File: src/rtl/vga_text_writer.sv
// Console writer for the VGA text buffer: glyph writes, CR/LF/BS/FF handling,
// full-screen clear and one-row scroll through the spare text RAM port.
module vga_text_writer #(
    parameter int          COLS   = 70,
    parameter int          ROWS   = 30,
    parameter int          ADDR_W = 12,
    parameter logic [7:0]  BLANK  = 8'h20
) (
    input  logic              sys_clk,
    input  logic              rst_n,
    input  logic              char_valid,
    input  logic [7:0]        char_data,
    output logic              char_ready,
    output logic              ram_wren,
    output logic [ADDR_W-1:0] ram_wraddr,
    output logic [7:0]        ram_wrdata,
    output logic [ADDR_W-1:0] ram_rdaddr,
    input  logic [7:0]        ram_rddata,
    output logic [ADDR_W-1:0] cursor_addr,
    output logic              busy
);
    localparam int CELLS = COLS * ROWS;
    localparam int COL_W = $clog2(COLS);
    localparam int ROW_W = $clog2(ROWS);
    localparam int CNT_W = ADDR_W + 1;

    localparam logic [ADDR_W-1:0] A_COLS = ADDR_W'(COLS);
    localparam logic [ADDR_W-1:0] A_LAST = ADDR_W'(CELLS - 1);
    localparam logic [ADDR_W-1:0] A_LROW = ADDR_W'((ROWS - 1) * COLS);
    localparam logic [COL_W-1:0]  C_LAST = COL_W'(COLS - 1);
    localparam logic [ROW_W-1:0]  R_LAST = ROW_W'(ROWS - 1);
    localparam logic [CNT_W-1:0]  N_CELL = CNT_W'(CELLS);

    typedef enum logic [2:0] {CLEAR, IDLE, PUT, SCROLL, SCROLL_CLR} state_t;

    state_t            state, state_n;
    logic [COL_W-1:0]  col, col_n;
    logic [ROW_W-1:0]  row, row_n;
    logic [CNT_W-1:0]  cnt, cnt_n;
    logic              wren_q, wren_n;
    logic [ADDR_W-1:0] wraddr_q, wraddr_n;
    logic [7:0]        wrdata_q, wrdata_n;
    logic [ADDR_W-1:0] rdaddr_q, rdaddr_n;
    logic              copy_q, copy_n;
    logic              bs_q, bs_n;

    assign cursor_addr = ADDR_W'(row) * A_COLS + ADDR_W'(col);
    assign char_ready  = (state == IDLE);
    assign busy        = ~char_ready;
    assign ram_wren    = wren_q;
    assign ram_wraddr  = wraddr_q;
    assign ram_rdaddr  = rdaddr_q;
    // During the scroll copy the read data goes straight to the write port.
    assign ram_wrdata  = copy_q ? ram_rddata : wrdata_q;

    // Write-port signals are registered: each state's write is scheduled on entry.
    always_comb begin
        state_n  = state;
        col_n    = col;
        row_n    = row;
        cnt_n    = cnt;
        wren_n   = 1'b0;
        wraddr_n = wraddr_q;
        wrdata_n = wrdata_q;
        rdaddr_n = rdaddr_q;
        copy_n   = 1'b0;
        bs_n     = bs_q;
        unique case (state)
            CLEAR: begin
                if (!wren_q) begin
                    wren_n   = 1'b1;
                    wraddr_n = '0;
                    wrdata_n = BLANK;
                end else if (wraddr_q != A_LAST) begin
                    wren_n   = 1'b1;
                    wraddr_n = wraddr_q + ADDR_W'(1);
                end else begin
                    state_n = IDLE;
                    col_n   = '0;
                    row_n   = '0;
                end
            end
            IDLE: begin
                if (char_valid) begin
                    case (char_data)
                        8'h0D: col_n = '0;
                        8'h0A: begin
                            col_n = '0;
                            if (row != R_LAST) begin
                                row_n = row + ROW_W'(1);
                            end else begin
                                state_n  = SCROLL;
                                rdaddr_n = A_COLS;
                                cnt_n    = CNT_W'(COLS + 1);
                            end
                        end
                        8'h0C: state_n = CLEAR;
                        8'h08: begin
                            if (col != '0 || row != '0) begin
                                if (col != '0) begin
                                    col_n = col - COL_W'(1);
                                end else begin
                                    row_n = row - ROW_W'(1);
                                    col_n = C_LAST;
                                end
                                // The new cursor is always the cell just before the old one.
                                state_n  = PUT;
                                wren_n   = 1'b1;
                                wraddr_n = cursor_addr - ADDR_W'(1);
                                wrdata_n = BLANK;
                                bs_n     = 1'b1;
                            end
                        end
                        default: begin
                            if (char_data >= 8'h20) begin
                                state_n  = PUT;
                                wren_n   = 1'b1;
                                wraddr_n = cursor_addr;
                                wrdata_n = char_data;
                                bs_n     = 1'b0;
                            end
                        end
                    endcase
                end
            end
            PUT: begin
                state_n = IDLE;
                if (!bs_q) begin
                    if (col == C_LAST) begin
                        col_n = '0;
                        if (row == R_LAST) begin
                            state_n  = SCROLL;
                            rdaddr_n = A_COLS;
                            cnt_n    = CNT_W'(COLS + 1);
                        end else begin
                            row_n = row + ROW_W'(1);
                        end
                    end else begin
                        col_n = col + COL_W'(1);
                    end
                end
            end
            SCROLL: begin
                // cnt is the next source to read; past the end only the last write drains.
                if (cnt <= N_CELL) begin
                    wren_n   = 1'b1;
                    copy_n   = 1'b1;
                    wraddr_n = rdaddr_q - A_COLS;
                    cnt_n    = cnt + CNT_W'(1);
                    if (cnt < N_CELL) rdaddr_n = cnt[ADDR_W-1:0];
                end else begin
                    state_n  = SCROLL_CLR;
                    wren_n   = 1'b1;
                    wraddr_n = A_LROW;
                    wrdata_n = BLANK;
                end
            end
            SCROLL_CLR: begin
                if (wraddr_q != A_LAST) begin
                    wren_n   = 1'b1;
                    wraddr_n = wraddr_q + ADDR_W'(1);
                end else begin
                    state_n = IDLE;
                    col_n   = '0;
                    row_n   = R_LAST;
                end
            end
            default: state_n = CLEAR;
        endcase
    end

    always_ff @(posedge sys_clk) begin
        if (!rst_n) begin
            state    <= CLEAR;
            col      <= '0;
            row      <= '0;
            cnt      <= '0;
            wren_q   <= 1'b0;
            wraddr_q <= '0;
            wrdata_q <= BLANK;
            rdaddr_q <= '0;
            copy_q   <= 1'b0;
            bs_q     <= 1'b0;
        end else begin
            state    <= state_n;
            col      <= col_n;
            row      <= row_n;
            cnt      <= cnt_n;
            wren_q   <= wren_n;
            wraddr_q <= wraddr_n;
            wrdata_q <= wrdata_n;
            rdaddr_q <= rdaddr_n;
            copy_q   <= copy_n;
            bs_q     <= bs_n;
        end
    end
endmodule
File: config.mk
export PLATFORM = sky130hd
export DESIGN_NAME = vga_text_writer
export DESIGN_NICKNAME = d
export VERILOG_FILES = /design/src/rtl/vga_text_writer.sv
export SDC_FILE = /design/constraint.sdc
export NUM_CORES = 1
export LEC_CHECK = 0
export CORE_UTILIZATION = 65
export DETAILED_ROUTE_END_ITERATION = 8
export DONT_BUFFER_PORTS = 1
export PLACE_DENSITY = 0.79
export SLEW_MARGIN = 0
export SYNTH_ARGS = -nofsm -noshare
export SYNTH_HDL_FRONTEND = slang
export SYNTH_SLANG_ARGS = --single-unit
File: constraint.sdc
create_clock -name sys_clk -period 6.1 [get_ports sys_clk]
set_input_delay 1.22 -clock sys_clk [delete_from_list [all_inputs] [get_ports sys_clk]]
set_output_delay 1.22 -clock sys_clk [all_outputs]
set_load 0.02 [all_outputs]
Word-level counts from Yosys, hierarchy flattened
Index checks and enable logic that the tools add are counted.

Register bits: 63. Word-level logic and storage cells: 159. Input bits: 19. Output and inout bits: 47.

$mul: 1. Magnitude comparators: 3. Mux-type cells: 77. Bitwise operators: 2. Reduce and logical (&&, ||, !) cells: 20. Add/sub/neg operators: 9. Eq/ne operators: 37.

Operators by type and width (count): $mux W12 (14); $mux W13 (7); $mux W5 (10); $mux W7 (7); $mux W8 (6); $pmux W12 S4 (1); $pmux W13 S3 (1); $pmux W12 S3 (1); $eq A8 B4 Y1 const B (4); $ne A2 B2 Y1 const B (16); $pmux W7 S4 (1); $pmux W12 S2 (1); $pmux W8 S3 (1); $mux W3 (7); $pmux W5 S4 (1); $pmux W8 S2 (1); $pmux W3 S5 (1); $pmux W7 S2 (1); $reduce_and A7 Y1 (2); $add A13 B1 Y13 const B (1); $le A13 B12 Y1 const B (1); $lt A13 B12 Y1 const B (1); $add A12 B1 Y12 const B (1); $add A12 B7 Y12 (1); other kinds (42) (61).

Depth between registers and ports, before layout
Gate-level depths: netlist of the first run.

Depth in word-level cells: 7. Mapped depth: 17. Depth with buffers taken out: 16.

Worst setup path before layout of the first run
OpenSTA, ideal clock, no wires.

Path type: register -> output. Start: register row[3]. End: output port cursor_addr[9]. Stages on the path, launching flop included: 14. Arrival: 3.445 ns. Required time: 4.880 ns. Path slack: 1.435 ns. Path buffers: 1. Cells stage by stage: dfxtp_1 clkbuf_1 inv_1 ha_1 inv_1 ha_1 ha_1 a31oi_1 xor2_1 ha_1 nor2_1 a21oi_1 nand3_1 xnor2_1.

Cells in the longest elaborated chain, start to end: 2.

Ends and longest elaborated chain: start: declaration (line 38) `logic [ROW_W-1:0] row, row_n;`; start signal: assignment (line 187) `row <= row_n;`; $mul A5 B6 Y11 (line 47) `assign cursor_addr = ADDR_W'(row) * A_COLS + ADDR_W'(col);`; $add A12 B7 Y12 (line 47); end: declaration (line 19) `output logic [ADDR_W-1:0] cursor_addr,`.

No other way between the ends.

Final worst setup path of the first run
Same ends and word-level chain as after synthesis.

==> impl_metrics.yaml, run 1 <==
clocking:
  cts_tree: "done"
  numClockSinks: 63
  clock_latency_ps: 360
  cts_resized: 0
  cts_buffer_depth: 2
  holdBufCountCts: 0
  post_cts_buffers: 0
  cts_buffers: 9
  cts_root_buf: "clkbuf_8"
  htree_levels: 3
  clk_pin_slew_worst_paths_ps: 70
logic_synthesis:
  synthSimpleGateAreaFrac_pct: 24.1
  synth-xor-area-share_pct: 8.97
  avgSynthCellArea_um2: 7.80
  ys_types: 70
  ys_seq_area_share_pct: 25.8
  netlist_area_mm2: 0.00488
  synth_ff_type: "dfxtp_1"
  yosysTopAreaCellShare_pct: 25.8
  synth_top_family_by_area: "simple AND/OR/NAND/NOR gates"
  ys_ff_latch: 63
  synth_mux_area_share_pct: 2.46
  syn-instance-count: 626
  synthAdderAreaFrac_pct: 9.78
  yosys.area.top_type: "dfxtp_1"
  synth_compound_area_share_pct: 23.5
  ys_async_sr_fraction_pct: 0
  synth_edf_count: 0
  synth_fp_nets: 682
  yosys_warnings: 0
  synthTopCellsByArea: "dfxtp_1, ha_1, xnor2_1, nor2_1, a21oi_1"
critical_path:
  slowest_delay_ps: 790
  cpMostUsedCell: "ha_1"
  cp-start-kind: "register"
  path_max_fanout: 11
  arrival_ps: 4170
  timing.critical_path.cells: "inv_1, ha_1, inv_1, ha_1, ha_1, a31oi_1, xor2_1, ha_1, nor2_1, a21oi_1, nand3_1, xnor2_1"
  critical_path_class: "reg -> out"
  worstPathRequired_ps: 4880
  cp_slowest_cell: "xnor2_1"
  worstSetupEndpointType: "output pin"
timing:
  timing.final.ws_setup_ps: 706
  slew_headroom_pct: 27.6
  setup_tns_ps: 0
  whs_ps: 454
  finalHoldViolCount: 0
  drv_slew: 0
  rsz0062_at_grt: "no"
  worst_clock_skew_ps: 13.6
  finalSetupViolCount: 0
  worstMarginPinSlew_ps: 1080
  final.min_clock_period_ps: 5390
  fmax_ghz: 0.185
  fin_crit_sh_pct: 88.4
global_route:
  antenna_found_initial: 0
  overflow: 0
  grt_usage_pct: 35.1
  grt_start_max_net_pins: 39
  grt_pass1_wl_um: 21100
  grt_pass1_vias: 4228
job:
  drv_cap: 0
detailed_routing:
  final_antenna_net_count: 0
  drt_iter0_markers: 460
  wirelength_um: 13900
  drcViolationCount: 0
  first_pass_iters: 7
  vias: 4864
  viasPerCell: 6.82
  wl_per_cell_um: 19.5
floorplanning:
  die_h_um: 88.7
  design.core.area_mm2: 0.00725
  start_util_pct: 67.3
  io_pins: 66
  fp.dieW_um: 88.7
  die-area_mm2: 0.00787
  fp-row-count: 31
power_and_ir_drop:
  finalPower_uw: 863
  power_density_mw_per_mm2: 168
  irDropWorstVdd_uv: 170
  leakage_uw: 0.00194
placed_design:
  place_congestion: 0.967
  dpl.hpwl_um: 10100
  pre_cts_slack_ps: 1110
  dpl-instance-area_mm2: 0.00490
  port_buffers: 0
finish:
  fin_area_mm2: 0.00513
  layout-drive-gt1-share_pct: 6.68
  area_growth_pct: 4.99
  diodes: 0
  final_cell_mix: "nor2_1, dfxtp_1, nand2_1, a21oi_1, ha_1"
  final_common_cell: "nor2_1"
  layout.nets: 665
run_status:
  outcome: "completed"
min_path:
  hp-class: "reg -> reg"
kinds of logic after synthesis:
kind of cell,count (synthesis)
AO/OA/AOI/OAI,172
XOR/XNOR,50
adder cells (fa/ha/maj),37
buffers and inverters,64
flip-flops,63
multiplexers,11
AND/OR/NAND/NOR,229
metal layers:
layer | vias to the layer above | share of wire [%] | wire length (um) | global-route usage (%)
li1 | 2261 | - | - | -
met1 | 2280 | 43 | 5900 | 45.9
met2 | 261 | 44 | 6110 | 54.5
met3 | 62 | 8.4 | 1160 | 5.97
met4 | 0 | 5.1 | 709 | 20.2
met5 | - | 0 | 0 | 0
cells in the mapped netlist (3+ instances only):
| cell type | number |
|---|---|
| nand4_1 | 6 |
| a311oi_1 | 4 |
| ha_1 | 35 |
| a211oi_1 | 15 |
| nor3_1 | 15 |
| o22ai_1 | 6 |
| nor2b_1 | 5 |
| o21ai_0 | 30 |
| or3_1 | 9 |
| nand2b_1 | 3 |
| or2_2 | 5 |
| o21ai_1 | 4 |
| nand2_1 | 43 |
| nor2_1 | 66 |
| xor2_1 | 21 |
| and3_1 | 11 |
| a211o_1 | 3 |
| nand3b_1 | 3 |
| o31ai_1 | 3 |
| and4b_1 | 4 |
| a22oi_1 | 12 |
| o21a_1 | 4 |
| mux2_2 | 8 |
| nand4b_1 | 3 |
| dfxtp_1 | 63 |
| a221oi_1 | 9 |
| o311a_1 | 3 |
| o211ai_1 | 5 |
| inv_1 | 32 |
| and2_1 | 5 |
| a31oi_1 | 10 |
| nor4_1 | 9 |
| buf_2 | 3 |
| a21oi_1 | 42 |
| mux2i_1 | 3 |
| nand3_1 | 26 |
| nor3b_1 | 4 |
| clkbuf_1 | 25 |
| xnor2_1 | 29 |
| o221a_2 | 3 |
per-stage QoR:
step / utilization, % / cells
2_1_floorplan: - / 626
3_3_place_gp: 67.6 / 697
3_5_place_dp: 67.6 / 697
4_1_cts: 70.7 / 713
5_1_grt: 70.7 / 713
6_report: 70.7 / 713
flip-flops by register name, summed over array words and instances, names as in the netlist:
| signal | cells |
|---|---|
| ram_wraddr | 12 |
| cnt | 13 |
| ram_rdaddr | 12 |
| state | 3 |
| wrdata_q | 8 |
| bs_q | 1 |
| row | 5 |
| col | 7 |
| copy_q | 1 |
| ram_wren | 1 |
report_power, final:
part	leakage [uW]	switching, uW	internal [uW]
logic	0.00132	14.1	6.65
registers	0.000508	3.26	412
clock network	0.000111	193	235
critical path: cells and delay by family (launching register included):
family                   cells  cell delay [ps]
XOR/XNOR                     2              900
flip-flops                   1              570
buffers and inverters        2              220
AND/OR/NAND/NOR              2              230
adder cells (fa/ha/maj)      4             1330
AO/OA/AOI/OAI                2              570
final timing paths:
check / startpoint / endpoint / slack, ps / depth (start not counted)
max: row[3]$_SDFFE_PN0P_ / cursor_addr[9] / 710 / 12
min: wrdata_q[2]$_SDFFE_PN0P_ / wrdata_q[2]$_SDFFE_PN0P_ / 450 / 2
max reg2reg: row[3]$_SDFFE_PN0P_ / ram_wraddr[9]$_SDFFE_PN0P_ / 1220 / 16
min reg2reg: wrdata_q[2]$_SDFFE_PN0P_ / wrdata_q[2]$_SDFFE_PN0P_ / 450 / 2
area by class of cell:
class,count,area [um^2]
well taps,99,124
multi-input cells,499,3370
fillers,596,2120
inverters,33,124
clock inverters,7,103
repair buffers,3,22.5
clock buffers,9,124
flip-flops and latches,63,1260
(Power assumes the default switching activity.)
==> run 2, diff against run 1 <==
- PLACE_DENSITY: 0.79 -> 0.81
==> run 2 against run 1 <==
Compared with the run above: highest routed layer unchanged; clock-buffer cell count unchanged; cell area is 0.63% lower; die area unchanged.
==> impl_metrics.yaml, run 2 (synthesis gave the netlist of run 1 again) <==
run_status:
  outcome: "completed"
critical_path:
  reg2reg_depth: 16
  cp-start-kind: "register"
  rrSetupSlack_ps: 1070
  worstSetupEndpointType: "output pin"
  cp-startpoint: "row[3]$_SDFFE_PN0P_"
  setup.worst_path.end: "cursor_addr[9]"
  r2r_start: "row[3]$_SDFFE_PN0P_"
  arrival_ps: 4190
  worstReg2RegEnd: "ram_wraddr[9]$_SDFFE_PN0P_"
  worstPathRequired_ps: 4880
  critical_path_class: "reg -> out"
  path_max_fanout: 11
floorplanning:
  design.core.area_mm2: 0.00725
  fp-row-count: 31
  start_util_pct: 67.3
  die_h_um: 88.7
  io_pins: 66
  die-area_mm2: 0.00787
  fp.dieW_um: 88.7
clocking:
  holdBufCountCts: 0
  htree_levels: 3
  post_cts_buffers: 0
  cts_resized: 0
  numClockSinks: 63
  clk_pin_slew_worst_paths_ps: 80
  clock_latency_ps: 360
  cts_buffers: 9
  cts_root_buf: "clkbuf_8"
  cts_tree: "done"
  cts_buffer_depth: 2
global_route:
  grt_start_max_net_pins: 35
  grt_usage_pct: 34.9
  grt_pass1_wl_um: 20800
  grt_pass1_vias: 4142
  overflow: 0
  antenna_found_initial: 0
finish:
  layout-drive-gt1-share_pct: 6.53
  diodes: 0
  layout.nets: 664
  area_growth_pct: 4.33
  largest-register: "cnt"
  fillerInstances: 609
  largest_reg_flops: 13
  final_cell_mix: "nor2_1, dfxtp_1, nand2_1, a21oi_1, ha_1"
  final_common_cell: "nor2_1"
timing:
  setup_tns_ps: 0
  slew_headroom_pct: 21.8
  rsz0062_at_grt: "no"
  fmax_ghz: 0.185
  drv_slew: 0
  finalHoldViolCount: 0
  worst_clock_skew_ps: 9.58
  finalSetupViolCount: 0
  fin_crit_sh_pct: 88.7
  final.min_clock_period_ps: 5410
  worstMarginPinSlew_ps: 1160
detailed_routing:
  viasPerCell: 6.71
  vias: 4781
  drcViolationCount: 0
  wirelength_um: 13400
  wl_per_cell_um: 18.8
  first_pass_iters: 5
  final_antenna_net_count: 0
  drt_iter0_markers: 428
job:
  drv_cap: 0
power_and_ir_drop:
  irDropWorstVdd_uv: 141
  leakage_uw: 0.00193
  power_density_mw_per_mm2: 160
  finalPower_uw: 816
placed_design:
  dpl.hpwl_um: 9950
  place_congestion: 0.923
  port_buffers: 0
min_path:
  hp-class: "reg -> reg"
==> run 2: cell types whose count changed in the layout (fill, tap and decap cells not counted), sizes merged <==
| cell | previous run | this run |
|---|---|---|
| inv | 35 | 36 |
| bufinv | 2 | 1 |
| buf | 3 | 2 |
==> run 2: worst min path at each step <==
stage                             start  cells after the start                  endpoint
2_1_floorplan  wrdata_q[0]$_SDFFE_PN0P_                      2  wrdata_q[0]$_SDFFE_PN0P_
3_3_place_gp   wrdata_q[0]$_SDFFE_PN0P_                      2  wrdata_q[0]$_SDFFE_PN0P_
3_5_place_dp   wrdata_q[7]$_SDFFE_PN0P_                      2  wrdata_q[7]$_SDFFE_PN0P_
4_1_cts        wrdata_q[3]$_SDFFE_PN0P_                      2  wrdata_q[3]$_SDFFE_PN0P_
5_1_grt        wrdata_q[7]$_SDFFE_PN0P_                      2  wrdata_q[7]$_SDFFE_PN0P_
6_report       wrdata_q[1]$_SDFFE_PN0P_                      2  wrdata_q[1]$_SDFFE_PN0P_
==> run 2: layout make-up <==
type                    instances  area, um^2  share of cell area, %
repair buffers                  2        15.0                  0.295
clock buffers                   9         124                   2.43
clock inverters                 7        77.6                   1.52
well taps                      99         124                   2.43
multi-input cells             499        3370                   66.1
flip-flops and latches         63        1260                   24.7
inverters                      33         124                   2.43
==> run 2: through the flow <==
step / instance area [um^2] / util, % / cells / setup slack (ps) / hold slack, ps
2_1_floorplan: 4880 / - / 626 / 1440 / 429
3_3_place_gp: 4890 / 67.5 / 696 / 1290 / 437
3_5_place_dp: 4890 / 67.5 / 696 / 1080 / 442
4_1_cts: 5100 / 70.3 / 712 / 701 / 452
5_1_grt: 5100 / 70.3 / 712 / 318 / 473
6_report: 5100 / 70.3 / 712 / 689 / 454
==> run 2: routing by layer <==
metal  share of wire (%)  vias to the layer above  GRT usage [%]
li1                    -                     2270              -
met1                  45                     2241           48.6
met2                  43                      245           51.0
met3                  10                       25           8.30
met4                 2.1                        0           15.5
met5                   0                        -              0
==> run 2: critical path, cell delays in order, from the launching register on <==
cell     delay [ps]
dfxtp_1         580
inv_1           180
ha_1            310
inv_1            40
ha_1            280
ha_1            350
a31oi_1         370
xor2_1          120
ha_1            380
nor2_1           80
a21oi_1         270
nand3_1         140
xnor2_1         730
==> run 2: power by group <==
part           leakage, uW  internal (uW)  switching, uW
Clock             0.000101            193            187
Sequential        0.000508            412           3.11
Combinational      0.00132           6.63           13.6
